File: src/rtl/proc_pkg.sv
// rtl/proc_pkg.sv - shared constants, state encoding and helpers for the mul/div sequencer
package proc_pkg;

    // Instruction decode fields: opcode is i_bits[31:27], aluop is i_bits[6:2]
    localparam logic [4:0] OP_RTYPE = 5'b00000;
    localparam logic [4:0] ALU_MUL  = 5'b00110;
    localparam logic [4:0] ALU_DIV  = 5'b00111;

    // rstatus codes written downstream when md_exc is raised
    localparam logic [2:0] RSTAT_MUL = 3'd4;
    localparam logic [2:0] RSTAT_DIV = 3'd5;

    // Iteration counter width (counts 0..31)
    localparam int CNT_W = 5;

    typedef enum logic [1:0] {
        ST_IDLE = 2'd0,
        ST_BUSY = 2'd1,
        ST_DONE = 2'd2
    } md_state_e;

    // Magnitude of a two's-complement 32-bit value; 0x80000000 maps to itself,
    // which is the correct unsigned magnitude 2^31.
    function automatic logic [31:0] abs32(input logic [31:0] v);
        return v[31] ? (~v + 32'd1) : v;
    endfunction

endpackage

File: src/rtl/x_multdiv_sequencer_if.sv
// rtl/x_multdiv_sequencer_if.sv - D/X-side operand/instruction bus and sequencer status outputs
//
// master: pipeline side (drives instruction, operands, flush; observes stall/result)
// slave : sequencer side
interface x_multdiv_sequencer_if #(
    parameter int WIDTH = 32
);
    logic [31:0]      i_bitsin;
    logic [WIDTH-1:0] data_ain;
    logic [WIDTH-1:0] data_bin;
    logic             flush;
    logic             stall;
    logic             bubble;
    logic             md_valid;
    logic [WIDTH-1:0] md_result;
    logic             md_exc;
    logic             md_is_div;

    modport master (
        output i_bitsin, data_ain, data_bin, flush,
        input  stall, bubble, md_valid, md_result, md_exc, md_is_div
    );

    modport slave (
        input  i_bitsin, data_ain, data_bin, flush,
        output stall, bubble, md_valid, md_result, md_exc, md_is_div
    );
endinterface

File: src/rtl/x_multdiv_sequencer_multdiv_iter.sv
// rtl/x_multdiv_sequencer_multdiv_iter.sv - unsigned iterative multiply/divide datapath with sign fix
//
// Ports:
//   clock, reset   : clock, async active-high reset
//   load           : capture magnitudes, sign and op type; clear the accumulator high half
//   step           : perform one shift-add (mul) or restoring subtract-shift (div) iteration
//   is_div         : op type presented with load
//   mag_a, mag_b   : unsigned operand magnitudes presented with load
//   neg            : result must be negated (operand signs differ), presented with load
//   res_next       : sign-fixed 2*WIDTH value of the accumulator after this edge's update
module multdiv_iter #(
    parameter int WIDTH = 32
) (
    input  logic               clock,
    input  logic               reset,
    input  logic               load,
    input  logic               step,
    input  logic               is_div,
    input  logic [WIDTH-1:0]   mag_a,
    input  logic [WIDTH-1:0]   mag_b,
    input  logic               neg,
    output logic [2*WIDTH-1:0] res_next
);

    // mul: acc = {partial product, remaining multiplier bits}, m = multiplicand
    // div: acc = {partial remainder, dividend bits / quotient bits}, m = divisor
    logic [2*WIDTH-1:0] acc_q, acc_d;
    logic [WIDTH-1:0]   m_q, m_d;
    logic               div_q, div_d;
    logic               neg_q, neg_d;

    logic [WIDTH:0]     sum;
    logic [2*WIDTH:0]   sh;
    logic [WIDTH+1:0]   diff;

    always_comb begin
        acc_d = acc_q;
        m_d   = m_q;
        div_d = div_q;
        neg_d = neg_q;
        sum   = '0;
        sh    = '0;
        diff  = '0;

        if (load) begin
            m_d   = is_div ? mag_b : mag_a;
            acc_d = {{WIDTH{1'b0}}, (is_div ? mag_a : mag_b)};
            div_d = is_div;
            neg_d = neg;
        end else if (step) begin
            if (div_q) begin
                // Shift in the next dividend bit; the partial remainder may briefly
                // need WIDTH+1 bits, so the compare is done one bit wider.
                sh   = {acc_q, 1'b0};
                diff = {1'b0, sh[2*WIDTH:WIDTH]} - {2'b00, m_q};
                if (!diff[WIDTH+1]) begin
                    acc_d = {diff[WIDTH-1:0], sh[WIDTH-1:1], 1'b1};
                end else begin
                    acc_d = sh[2*WIDTH-1:0];
                end
            end else begin
                // Add multiplicand if the current multiplier LSB is set, then shift right
                // keeping the carry.
                sum   = {1'b0, acc_q[2*WIDTH-1:WIDTH]} + (acc_q[0] ? {1'b0, m_q} : '0);
                acc_d = {sum, acc_q[WIDTH-1:1]};
            end
        end

        // Negating the full value also gives the correct low word for a quotient.
        res_next = neg_q ? (~acc_d + 1'b1) : acc_d;
    end

    always_ff @(posedge clock or posedge reset) begin
        if (reset) begin
            acc_q <= '0;
            m_q   <= '0;
            div_q <= 1'b0;
            neg_q <= 1'b0;
        end else begin
            acc_q <= acc_d;
            m_q   <= m_d;
            div_q <= div_d;
            neg_q <= neg_d;
        end
    end

endmodule

File: src/rtl/x_multdiv_sequencer.sv
// rtl/x_multdiv_sequencer.sv - execute-stage multi-cycle mul/div sequencer with pipeline stall
//
// Ports:
//   clock, reset : clock, async active-high reset (returns to IDLE)
//   md (slave)   : i_bitsin/data_ain/data_bin/flush in; stall/bubble/md_valid/md_result/
//                  md_exc/md_is_div out
module x_multdiv_sequencer
    import proc_pkg::*;
#(
    parameter int WIDTH = 32,
    parameter int ITER  = 32
) (
    input  logic                   clock,
    input  logic                   reset,
    x_multdiv_sequencer_if.slave   md
);

    md_state_e          state_q, state_d;
    logic [CNT_W-1:0]   count_q, count_d;
    logic               is_div_q, is_div_d;
    logic               div_zero_q, div_zero_d;
    logic               div_exc_q, div_exc_d;
    logic [WIDTH-1:0]   result_q, result_d;
    logic               exc_q, exc_d;

    logic               is_md;
    logic               op_div;
    logic               load;
    logic               step;
    logic               last;
    logic               mul_ovf;
    logic [2*WIDTH-1:0] res_next;
    logic [WIDTH:0]     prod_top;

    assign op_div = (md.i_bitsin[6:2] == ALU_DIV);
    assign is_md  = (md.i_bitsin[31:27] == OP_RTYPE) &&
                    ((md.i_bitsin[6:2] == ALU_MUL) || op_div);

    assign load = (state_q == ST_IDLE) && is_md && !md.flush;
    assign step = (state_q == ST_BUSY);
    assign last = step && (count_q == CNT_W'(ITER - 1));

    // Signed product overflows 32 bits unless bits [63:31] are a pure sign extension.
    assign prod_top = res_next[2*WIDTH-1:WIDTH-1];
    assign mul_ovf  = !((&prod_top) || !(|prod_top));

    multdiv_iter #(.WIDTH(WIDTH)) u_iter (
        .clock    (clock),
        .reset    (reset),
        .load     (load),
        .step     (step),
        .is_div   (op_div),
        .mag_a    (abs32(md.data_ain)),
        .mag_b    (abs32(md.data_bin)),
        .neg      (md.data_ain[WIDTH-1] ^ md.data_bin[WIDTH-1]),
        .res_next (res_next)
    );

    always_comb begin
        state_d    = state_q;
        count_d    = count_q;
        is_div_d   = is_div_q;
        div_zero_d = div_zero_q;
        div_exc_d  = div_exc_q;
        result_d   = result_q;
        exc_d      = exc_q;

        md.stall     = 1'b0;
        md.md_valid  = 1'b0;

        unique case (state_q)
            ST_IDLE: begin
                md.stall = load;
                if (load) begin
                    state_d    = ST_BUSY;
                    count_d    = '0;
                    is_div_d   = op_div;
                    div_zero_d = (md.data_bin == '0);
                    // Divide by zero and the single overflowing quotient MIN/-1
                    div_exc_d  = (md.data_bin == '0) ||
                                 ((md.data_ain == {1'b1, {(WIDTH-1){1'b0}}}) &&
                                  (md.data_bin == '1));
                end
            end
            ST_BUSY: begin
                md.stall = 1'b1;
                if (last) begin
                    state_d  = ST_DONE;
                    result_d = (is_div_q && div_zero_q) ? '0 : res_next[WIDTH-1:0];
                    exc_d    = is_div_q ? div_exc_q : mul_ovf;
                end else begin
                    count_d = count_q + 1'b1;
                end
            end
            ST_DONE: begin
                md.md_valid = 1'b1;
                state_d     = ST_IDLE;
                result_d    = '0;
                exc_d       = 1'b0;
            end
            default: begin
                state_d = ST_IDLE;
            end
        endcase

        // A taken branch/jump kills the op; DONE still shows its result this cycle.
        if (md.flush) begin
            state_d = ST_IDLE;
            count_d = '0;
            if (state_q != ST_DONE) begin
                result_d = '0;
                exc_d    = 1'b0;
            end
        end

        md.bubble    = md.stall;
        md.md_result = result_q;
        md.md_exc    = exc_q;
        md.md_is_div = is_div_q;
    end

    always_ff @(posedge clock or posedge reset) begin
        if (reset) begin
            state_q    <= ST_IDLE;
            count_q    <= '0;
            is_div_q   <= 1'b0;
            div_zero_q <= 1'b0;
            div_exc_q  <= 1'b0;
            result_q   <= '0;
            exc_q      <= 1'b0;
        end else begin
            state_q    <= state_d;
            count_q    <= count_d;
            is_div_q   <= is_div_d;
            div_zero_q <= div_zero_d;
            div_exc_q  <= div_exc_d;
            result_q   <= result_d;
            exc_q      <= exc_d;
        end
    end

endmodule

File: src/flat_wrapper.sv
// flat-port wrapper written by rule: the top's interface ports become plain ports
module x_multdiv_sequencer_flat import proc_pkg::*;
#(
    parameter int WIDTH = 32,
    parameter int ITER  = 32
)
  (clock, reset, md_i_bitsin, md_data_ain, md_data_bin, md_flush, md_stall, md_bubble, md_md_valid, md_md_result, md_md_exc, md_md_is_div);
  x_multdiv_sequencer_if #(.WIDTH(WIDTH)) md_i ();
  input  logic clock;
  input  logic reset;
  input wire logic [$bits(md_i.i_bitsin)-1:0] md_i_bitsin;
  input wire logic [$bits(md_i.data_ain)-1:0] md_data_ain;
  input wire logic [$bits(md_i.data_bin)-1:0] md_data_bin;
  input wire logic [$bits(md_i.flush)-1:0] md_flush;
  output wire logic [$bits(md_i.stall)-1:0] md_stall;
  output wire logic [$bits(md_i.bubble)-1:0] md_bubble;
  output wire logic [$bits(md_i.md_valid)-1:0] md_md_valid;
  output wire logic [$bits(md_i.md_result)-1:0] md_md_result;
  output wire logic [$bits(md_i.md_exc)-1:0] md_md_exc;
  output wire logic [$bits(md_i.md_is_div)-1:0] md_md_is_div;
  assign md_i.i_bitsin = md_i_bitsin;
  assign md_i.data_ain = md_data_ain;
  assign md_i.data_bin = md_data_bin;
  assign md_i.flush = md_flush;
  assign md_stall = md_i.stall;
  assign md_bubble = md_i.bubble;
  assign md_md_valid = md_i.md_valid;
  assign md_md_result = md_i.md_result;
  assign md_md_exc = md_i.md_exc;
  assign md_md_is_div = md_i.md_is_div;
  x_multdiv_sequencer #(.WIDTH(WIDTH), .ITER(ITER)) u_core (.clock(clock), .reset(reset), .md(md_i));
endmodule
File: config.mk
export PLATFORM = sky130hd
export DESIGN_NAME = x_multdiv_sequencer_flat
export DESIGN_NICKNAME = d
export VERILOG_FILES = /design/src/rtl/proc_pkg.sv /design/src/rtl/x_multdiv_sequencer_if.sv /design/src/rtl/x_multdiv_sequencer_multdiv_iter.sv /design/src/rtl/x_multdiv_sequencer.sv /design/src/flat_wrapper.sv
export SDC_FILE = /design/constraint.sdc
export NUM_CORES = 1
export LEC_CHECK = 0
export ABC_CLOCK_PERIOD_IN_PS = 16400
export CORE_MARGIN = 10
export CORE_UTILIZATION = 45
export CTS_CLUSTER_DIAMETER = 30
export DETAILED_ROUTE_END_ITERATION = 10
export PLACE_DENSITY = 0.76
export SYNTH_ARGS = -nofsm -noshare
export SYNTH_HDL_FRONTEND = slang
export SYNTH_SLANG_ARGS = --single-unit
File: constraint.sdc
create_clock -name clock -period 16.4 [get_ports clock]
set_input_delay 1.64 -clock clock [delete_from_list [all_inputs] [get_ports clock]]
set_output_delay 1.64 -clock clock [all_outputs]
set_load 0.02 [all_outputs]
Word level (Yosys, flattened, before mapping)
Index checks and enable logic that the tools add are counted.

word-level totals
  bits in registers = 141
  latch bits = 0
  memory bits (writable) = 0
  bits in read-only memories = 0
  input bits = 99
  memories kept = 0

cells by class
  add/sub/neg operators = 6
  multiply operators = 0
  divide/modulo/power cells = 0
  order comparisons = 0
  equal/unequal tests = 11
  shift operators = 0
  multiplexer cells = 30
  bitwise operators = 4
  reductions and logical operators = 21

operator list
  cell                     count
  $mux W64                 5
  $mux W32                 9
  $add A32 B1 Y32 const B  2
  $add A64 B1 Y64 const B  1
  $eq A32 B32 Y1 const B   2
  $not A32 Y32             2
  $not A64 Y64             1
  $pmux W32 S2             1
  $sub A33 B32 Y34         1
  $add A32 B32 Y33         1
  $reduce_and A33 Y1       1
  $reduce_or A33 Y1        1
  $logic_not A32 Y1        1
  $mux W5                  3
  $eq A5 B3 Y1 const B     2
  $pmux W5 S2              1
  $logic_and A1 B1 Y1      6
  $mux W2                  3
  $ne A3 B3 Y1 const B     2
  $add A5 B1 Y5 const B    1
  $eq A5 B5 Y1 const B     1
  $logic_not A5 Y1         1
  $mux W1                  5
  $pmux W1 S2              2
  12 further kinds         17

Logic depth before layout (Yosys ltp)
  depth after elaboration = 18
  depth in mapped cells = 22
  gate-level depth less buffers = 20

By module
From an unflattened synthesis, not the netlist that was laid out.

second synthesis, totals
  cell total of the unflattened synthesis = 1884
  area, all modules = 14901.8 um2

by module, submodules not included
  module               instances  cells each  area an instance (um2)  sequential area each (um2)
  multdiv_iter         1          1442        11264.6                 2452.4
  x_multdiv_sequencer  1          442         3637.2                  1076.0

Worst setup path after synthesis
OpenSTA, ideal clock, no wires.

  path type = input port to flip-flop
  from = input md_data_bin[0]
  to = register u_core.exc_q (netlist: u_core.md.md_exc)
  setup time = 0.132 ns
  arrival = 6.039 ns
  path slack = 10.229 ns
  stages on the path = 20
  path through = inv_1 > ha_1 > or3b_4 > a2111oi_4 > a31oi_1 > o31ai_1 > nand3b_1 > or2_0 > clkbuf_1 > or4_1 > buf_2 > or4_1 > buf_2 > nor3_4 > nand3_2 > o41ai_2 > xnor2_1 > or4_1 > nor4_1 > a211oi_1

between the ends
  word-level cells in the longest chain between the ends = 17

RTL lines
  item                    line                                    text
  from (decl)             flat_wrapper.sv:13                      input wire logic [$bits(md_i.data_bin)-1:0] md_data_bin;
  $not A32 Y32            proc_pkg.sv:25                          return v[31] ? (~v + 32'd1) : v;
  $add A32 B1 Y32         proc_pkg.sv:25
  $mux W32 *              proc_pkg.sv:25
  $mux W32 *              x_multdiv_sequencer_multdiv_iter.sv:47  acc_d = {{WIDTH{1'b0}}, (is_div ? mag_a : mag_b)};
  $mux W64 *              x_multdiv_sequencer_multdiv_iter.sv:45  if (load) begin
  $not A64 Y64            x_multdiv_sequencer_multdiv_iter.sv:70  res_next = neg_q ? (~acc_d + 1'b1) : acc_d;
  $add A64 B1 Y64         x_multdiv_sequencer_multdiv_iter.sv:70
  $mux W64 *              x_multdiv_sequencer_multdiv_iter.sv:70
  (+2 left out)           --
  $logic_or A1 B1 Y1 *    x_multdiv_sequencer.sv:45               assign mul_ovf = !((&prod_top) || !(|prod_top));
  $logic_not A1 Y1 *      x_multdiv_sequencer.sv:45
  $mux W1 *               x_multdiv_sequencer.sv:90               exc_d = is_div_q ? div_exc_q : mul_ovf;
  $mux W1 *               x_multdiv_sequencer.sv:87               if (last) begin
  $pmux W1 S2 *           x_multdiv_sequencer.sv:71               unique case (state_q)
  $mux W1                 x_multdiv_sequencer.sv:110              if (state_q != ST_DONE) begin
  $mux W1 *               x_multdiv_sequencer.sv:107              if (md.flush) begin
  named net u_core.exc_d  x_multdiv_sequencer.sv:24               logic exc_q, exc_d;
  to (signal assigned)    x_multdiv_sequencer.sv:130              exc_q <= 1'b0;
  to (signal assigned)    x_multdiv_sequencer.sv:138              exc_q <= exc_d;
  to (decl)               x_multdiv_sequencer.sv:24

The timed path passes the listed nets; every way through them passes the cells marked *.
A chain may end at the register's enable or synchronous reset.

Worst setup path after layout
  from = input md_flush
  to = register u_core.exc_q (netlist: u_core.md.md_exc)

between the ends
  word-level cells in the longest chain between the ends = 15

RTL lines
  item                              line                                    text
  from (decl)                       flat_wrapper.sv:14                      input wire logic [$bits(md_i.flush)-1:0] md_flush;
  $logic_not A1 Y1 *                x_multdiv_sequencer.sv:39               assign load = (state_q == ST_IDLE) && is_md && !md.flush;
  $logic_and A1 B1 Y1 *             x_multdiv_sequencer.sv:39
  $mux W64 *                        x_multdiv_sequencer_multdiv_iter.sv:45
  named net u_core.u_iter.acc_d[1]  x_multdiv_sequencer_multdiv_iter.sv:27  logic [2*WIDTH-1:0] acc_q, acc_d;
  $not A64 Y64 *                    x_multdiv_sequencer_multdiv_iter.sv:70
  $add A64 B1 Y64 *                 x_multdiv_sequencer_multdiv_iter.sv:70
  $mux W64 *                        x_multdiv_sequencer_multdiv_iter.sv:70
  $reduce_or A33 Y1                 x_multdiv_sequencer.sv:45
  $logic_not A1 Y1                  x_multdiv_sequencer.sv:45
  $logic_or A1 B1 Y1 *              x_multdiv_sequencer.sv:45
  $logic_not A1 Y1 *                x_multdiv_sequencer.sv:45
  $mux W1 *                         x_multdiv_sequencer.sv:90
  $mux W1 *                         x_multdiv_sequencer.sv:87
  $pmux W1 S2 *                     x_multdiv_sequencer.sv:71
  $mux W1                           x_multdiv_sequencer.sv:110
  $mux W1 *                         x_multdiv_sequencer.sv:107
  named net u_core.exc_d            x_multdiv_sequencer.sv:24

Marked as above.

==> flow_summary.toml <==
[run_status]
status = "finished, final reports clean"

[routing]
ant_nets = 0
firstDrtPassIters = 6
wl_per_cell_um = 23.4
drt-initial-drc-count = 2075
drcViolationCount = 0
via_per_inst = 6.56
routed_wl_um = 59500
vias = 16700

[cts]
cts_hold_buf = 0
clkTransAtPathRegs_ns = 0.07
cts-root-buf = "clkbuf_16"
cts_resized = 0
clock_sinks = 141
htreeDepth = 4
tritoncts = "done"
cts_made_buffers = 17
clockBufferDepth = 2
postCtsSetupRepairBufs = 0
worstSkewPairLatency_ns = 0.45

[critical_path]
end_kind = "flop"
slowest_stage = "nor4b_4"
cp_data_arrival_time_ns = 8.71
slowest_delay_ns = 0.80
worstReg2RegStart = "u_core.state_q[1]"
required_ns = 16.72
startpoint = "md_flush"
critPathTopFamily = "simple AND/OR/NAND/NOR gates"
path_max_fanout = 19
cp_cell_sequence = "clkdlybuf4s50_1 > nor4b_4 > nand3_2 > nor2_2 > o2bb2ai_1 > a211oi_1 > buf_4 > or4_1 > or4_1 > nor4_2 > nand3_1 > nor3_1 > a21o_1 > xnor2_1 > or4_1 > nor4_1 > a211oi_1"
crit_type = "in -> reg"
path_common_cell = "or4_1"
cp_num_buf_inv = 2
cp-start-kind = "primary input"

[synthesis]
synth-seq-cells = 141
ys.warnings.count = 0
yosys.area.top_type_share_pct = 22.7
yosysSeqAreaShare_pct = 22.7
synth_edf_count = 0
avgSynthCellArea_um2 = 7.67
synthFlopType = "dfrtp_1"
synth_area_um2 = 15600
async_flop_share_pct = 100
synth_top_area_cell = "dfrtp_1"
synthesis.nets = 2203
postSynthCellCount = 2028
yosys-top-cells-area = "dfrtp_1 (23%), ha_1 (6.0%), o21ai_0 (4.8%)"
yosysUniqueCellTypes = 99

[timing]
final-hold-violation-count = 0
worst_pin_slew_ns = 1.30
period_share_pct = 51.2
timing.final.ws_setup_ns = 8.01
slew-limit-headroom_pct = 12.6
setup_viol = 0
finalCriticalPeriod_ns = 8.39
tns_ns = 0
timing.fmax_mhz = 119
skew_ns = 0.0202
slew_viol_final = 0
rsz0062_at_grt = "false"

[pwr]
peakVddDrop_uv = 82.9
p_int_uw = 1130
netSwitchingPower_uw = 1130
pwr-share-comb_pct = 58.9
p_sw_share_pct = 49.9
powerDensity_nw_per_um2 = 128
p_leak_uw = 0.00728
fin_total_pwr_uw = 2260
clkPwrFrac_pct = 18.1
seqPwrFrac_pct = 23.1

[final_layout]
final_nets = 2246
antennaDiodeCount = 0
drive_above_1_share_pct = 6.33
syn2layout_area_growth_pct = 13.4

[grt]
grt-ovfl-total = 0
use_met3_pct = 4.56
grt_max_degree = 84
grt.busiest_layer = "met2"
track_usage_pct = 27.6
met1_usage_pct = 34.3
antenna_found_initial = 1
grt_pass1_wl_um = 91700
use_met2_pct = 44.9
grt_pass1_vias = 16100

[min_path]
min_path_type = "reg -> reg"
worstHoldStart = "u_core.count_q[4]"

[placement]
pre_cts_slack_ns = 7.77
place.port_buffers = 113
place_congestion = 1.04
dp.final_hpwl_um = 45200

[flow_run]
cap_violations = 0

[floorplan]
start_util_pct = 45.4
die_w_um = 206
boundaryPins = 136
dieArea_um2 = 42400
die_h_um = 206
rows = 68
core_area_um2 = 34300
==> per-stage QoR <==
| step | cell area, µm² | hold slack [ns] | util [%] | cells |
|---|---|---|---|---|
| 6_report | 17600 | 0.505 | 51.4 | 2539 |
| 5_1_grt | 17600 | 0.536 | 51.4 | 2539 |
| 4_1_cts | 17600 | 0.509 | 51.4 | 2539 |
| 3_5_place_dp | 17000 | 0.493 | 49.6 | 2507 |
| 3_3_place_gp | 17000 | 0.474 | 49.6 | 2507 |
| 2_1_floorplan | 15600 | 0.456 | - | 2028 |
==> routing by layer <==
| layer | wire length (µm) | up-vias | share of wire (%) |
|---|---|---|---|
| met2 | 27600 | 868 | 46 |
| met3 | 4850 | 188 | 8.2 |
| met5 | 0 | - | 0 |
| li1 | - | 7638 | - |
| met4 | 3410 | 0 | 5.7 |
| met1 | 23600 | 7964 | 40 |
==> logic make-up (layout without fill, tap and decap cells) <==
| logic type | count (synthesis) | count (layout) | share of synthesized area, % |
|---|---|---|---|
| compound gates | 664 | 664 | 29.1 |
| simple gates | 706 | 706 | 23.7 |
| fa+ha+maj | 76 | 76 | 6.21 |
| xor+xnor | 144 | 144 | 8.11 |
| flops | 141 | 141 | 22.7 |
| buf+inv | 228 | 284 | 5.73 |
| mux | 69 | 69 | 4.51 |
==> power groups by stage <==
stage | logic, µW | clock network (µW) | registers [µW]
after floorplan | 954 | 0 | 478
after global placement | 1270 | 0 | 520
after detailed placement | 1290 | 0 | 523
after CTS | 1300 | 407 | 516
after global routing | 1450 | 424 | 528
final | 1330 | 408 | 521
==> final cells by class <==
| type | count | area [µm²] |
|---|---|---|
| fillers | 3246 | 16600 |
| multi-input cells | 1659 | 11200 |
| flip-flops and latches | 141 | 3530 |
| repair buffers | 142 | 1340 |
| well taps | 455 | 569 |
| clock buffers | 17 | 425 |
| inverters | 110 | 418 |
| clock inverters | 15 | 193 |
==> worst reg2reg max path, cell delays in order (launching register included) <==
cell       delay (ns)
dfrtp_1          0.42
inv_1            0.15
ha_1             0.25
nor4b_4          0.66
nand3_2          0.48
nor2_2           0.77
o2bb2ai_1        0.19
a211oi_1         0.06
buf_4            0.18
or4_1            0.58
or4_1            0.62
nor4_2           0.56
nand3_1          0.37
nor3_1           0.60
a21o_1           0.22
xnor2_1          0.08
or4_1            0.52
nor4_1           0.29
a211oi_1         0.12
==> cell usage after synthesis (34+ instances only) <==
cell / n
ha_1: 74
nand4_1: 39
a21o_1: 34
inv_1: 109
and2_1: 43
mux2i_1: 60
nand3_1: 43
nor2_1: 166
clkbuf_1: 90
nor3_1: 53
o31ai_1: 37
o21ai_0: 150
xnor2_1: 75
a21oi_1: 124
nand2_1: 174
dfrtp_1: 141
o22ai_1: 36
xor2_1: 69
==> flip-flops by register name, summed over array words and instances (netlist names) <==
signal / flops
u_core.md.md_result: 32
u_core.count_q: 5
u_core.state_q: 2
u_core.u_iter.acc_q: 64
u_core.div_exc_q: 1
u_core.u_iter.neg_q: 1
u_core.u_iter.div_q: 1
u_core.md.md_is_div: 1
u_core.div_zero_q: 1
u_core.md.md_exc: 1
u_core.u_iter.m_q: 32
==> cell usage in the layout (no fill, tap or decap), drive strengths merged, types with 30 or more instances in the layout <==
| cell | instances |
|---|---|
| a211oi | 32 |
| a21o | 34 |
| a21oi | 124 |
| and2 | 43 |
| buf | 30 |
| clkdlybuf4s50 | 112 |
| dfrtp | 141 |
| ha | 74 |
| inv | 115 |
| mux2i | 60 |
| nand2 | 174 |
| nand3 | 46 |
| nand4 | 39 |
| nor2 | 168 |
| nor3 | 55 |
| o21ai | 158 |
| o22ai | 36 |
| o31ai | 40 |
| or3 | 30 |
| xnor2 | 75 |
| xor2 | 69 |
==> path summary, 6_finish.rpt <==
| check | cells after the start | end | slack, ns |
|---|---|---|---|
| min in group asynchronous | 2 | u_core.u_iter.m_q[8] | 1.66 |
| max | 17 | u_core.md.md_exc | 8.01 |
| min reg2reg | 2 | u_core.count_q[4] | 0.50 |
| max reg2reg | 18 | u_core.md.md_exc | 9.16 |
| max in group asynchronous | 3 | u_core.u_iter.acc_q[37] | 13.17 |
| min | 2 | u_core.count_q[4] | 0.50 |
(Power assumes the default switching activity.)
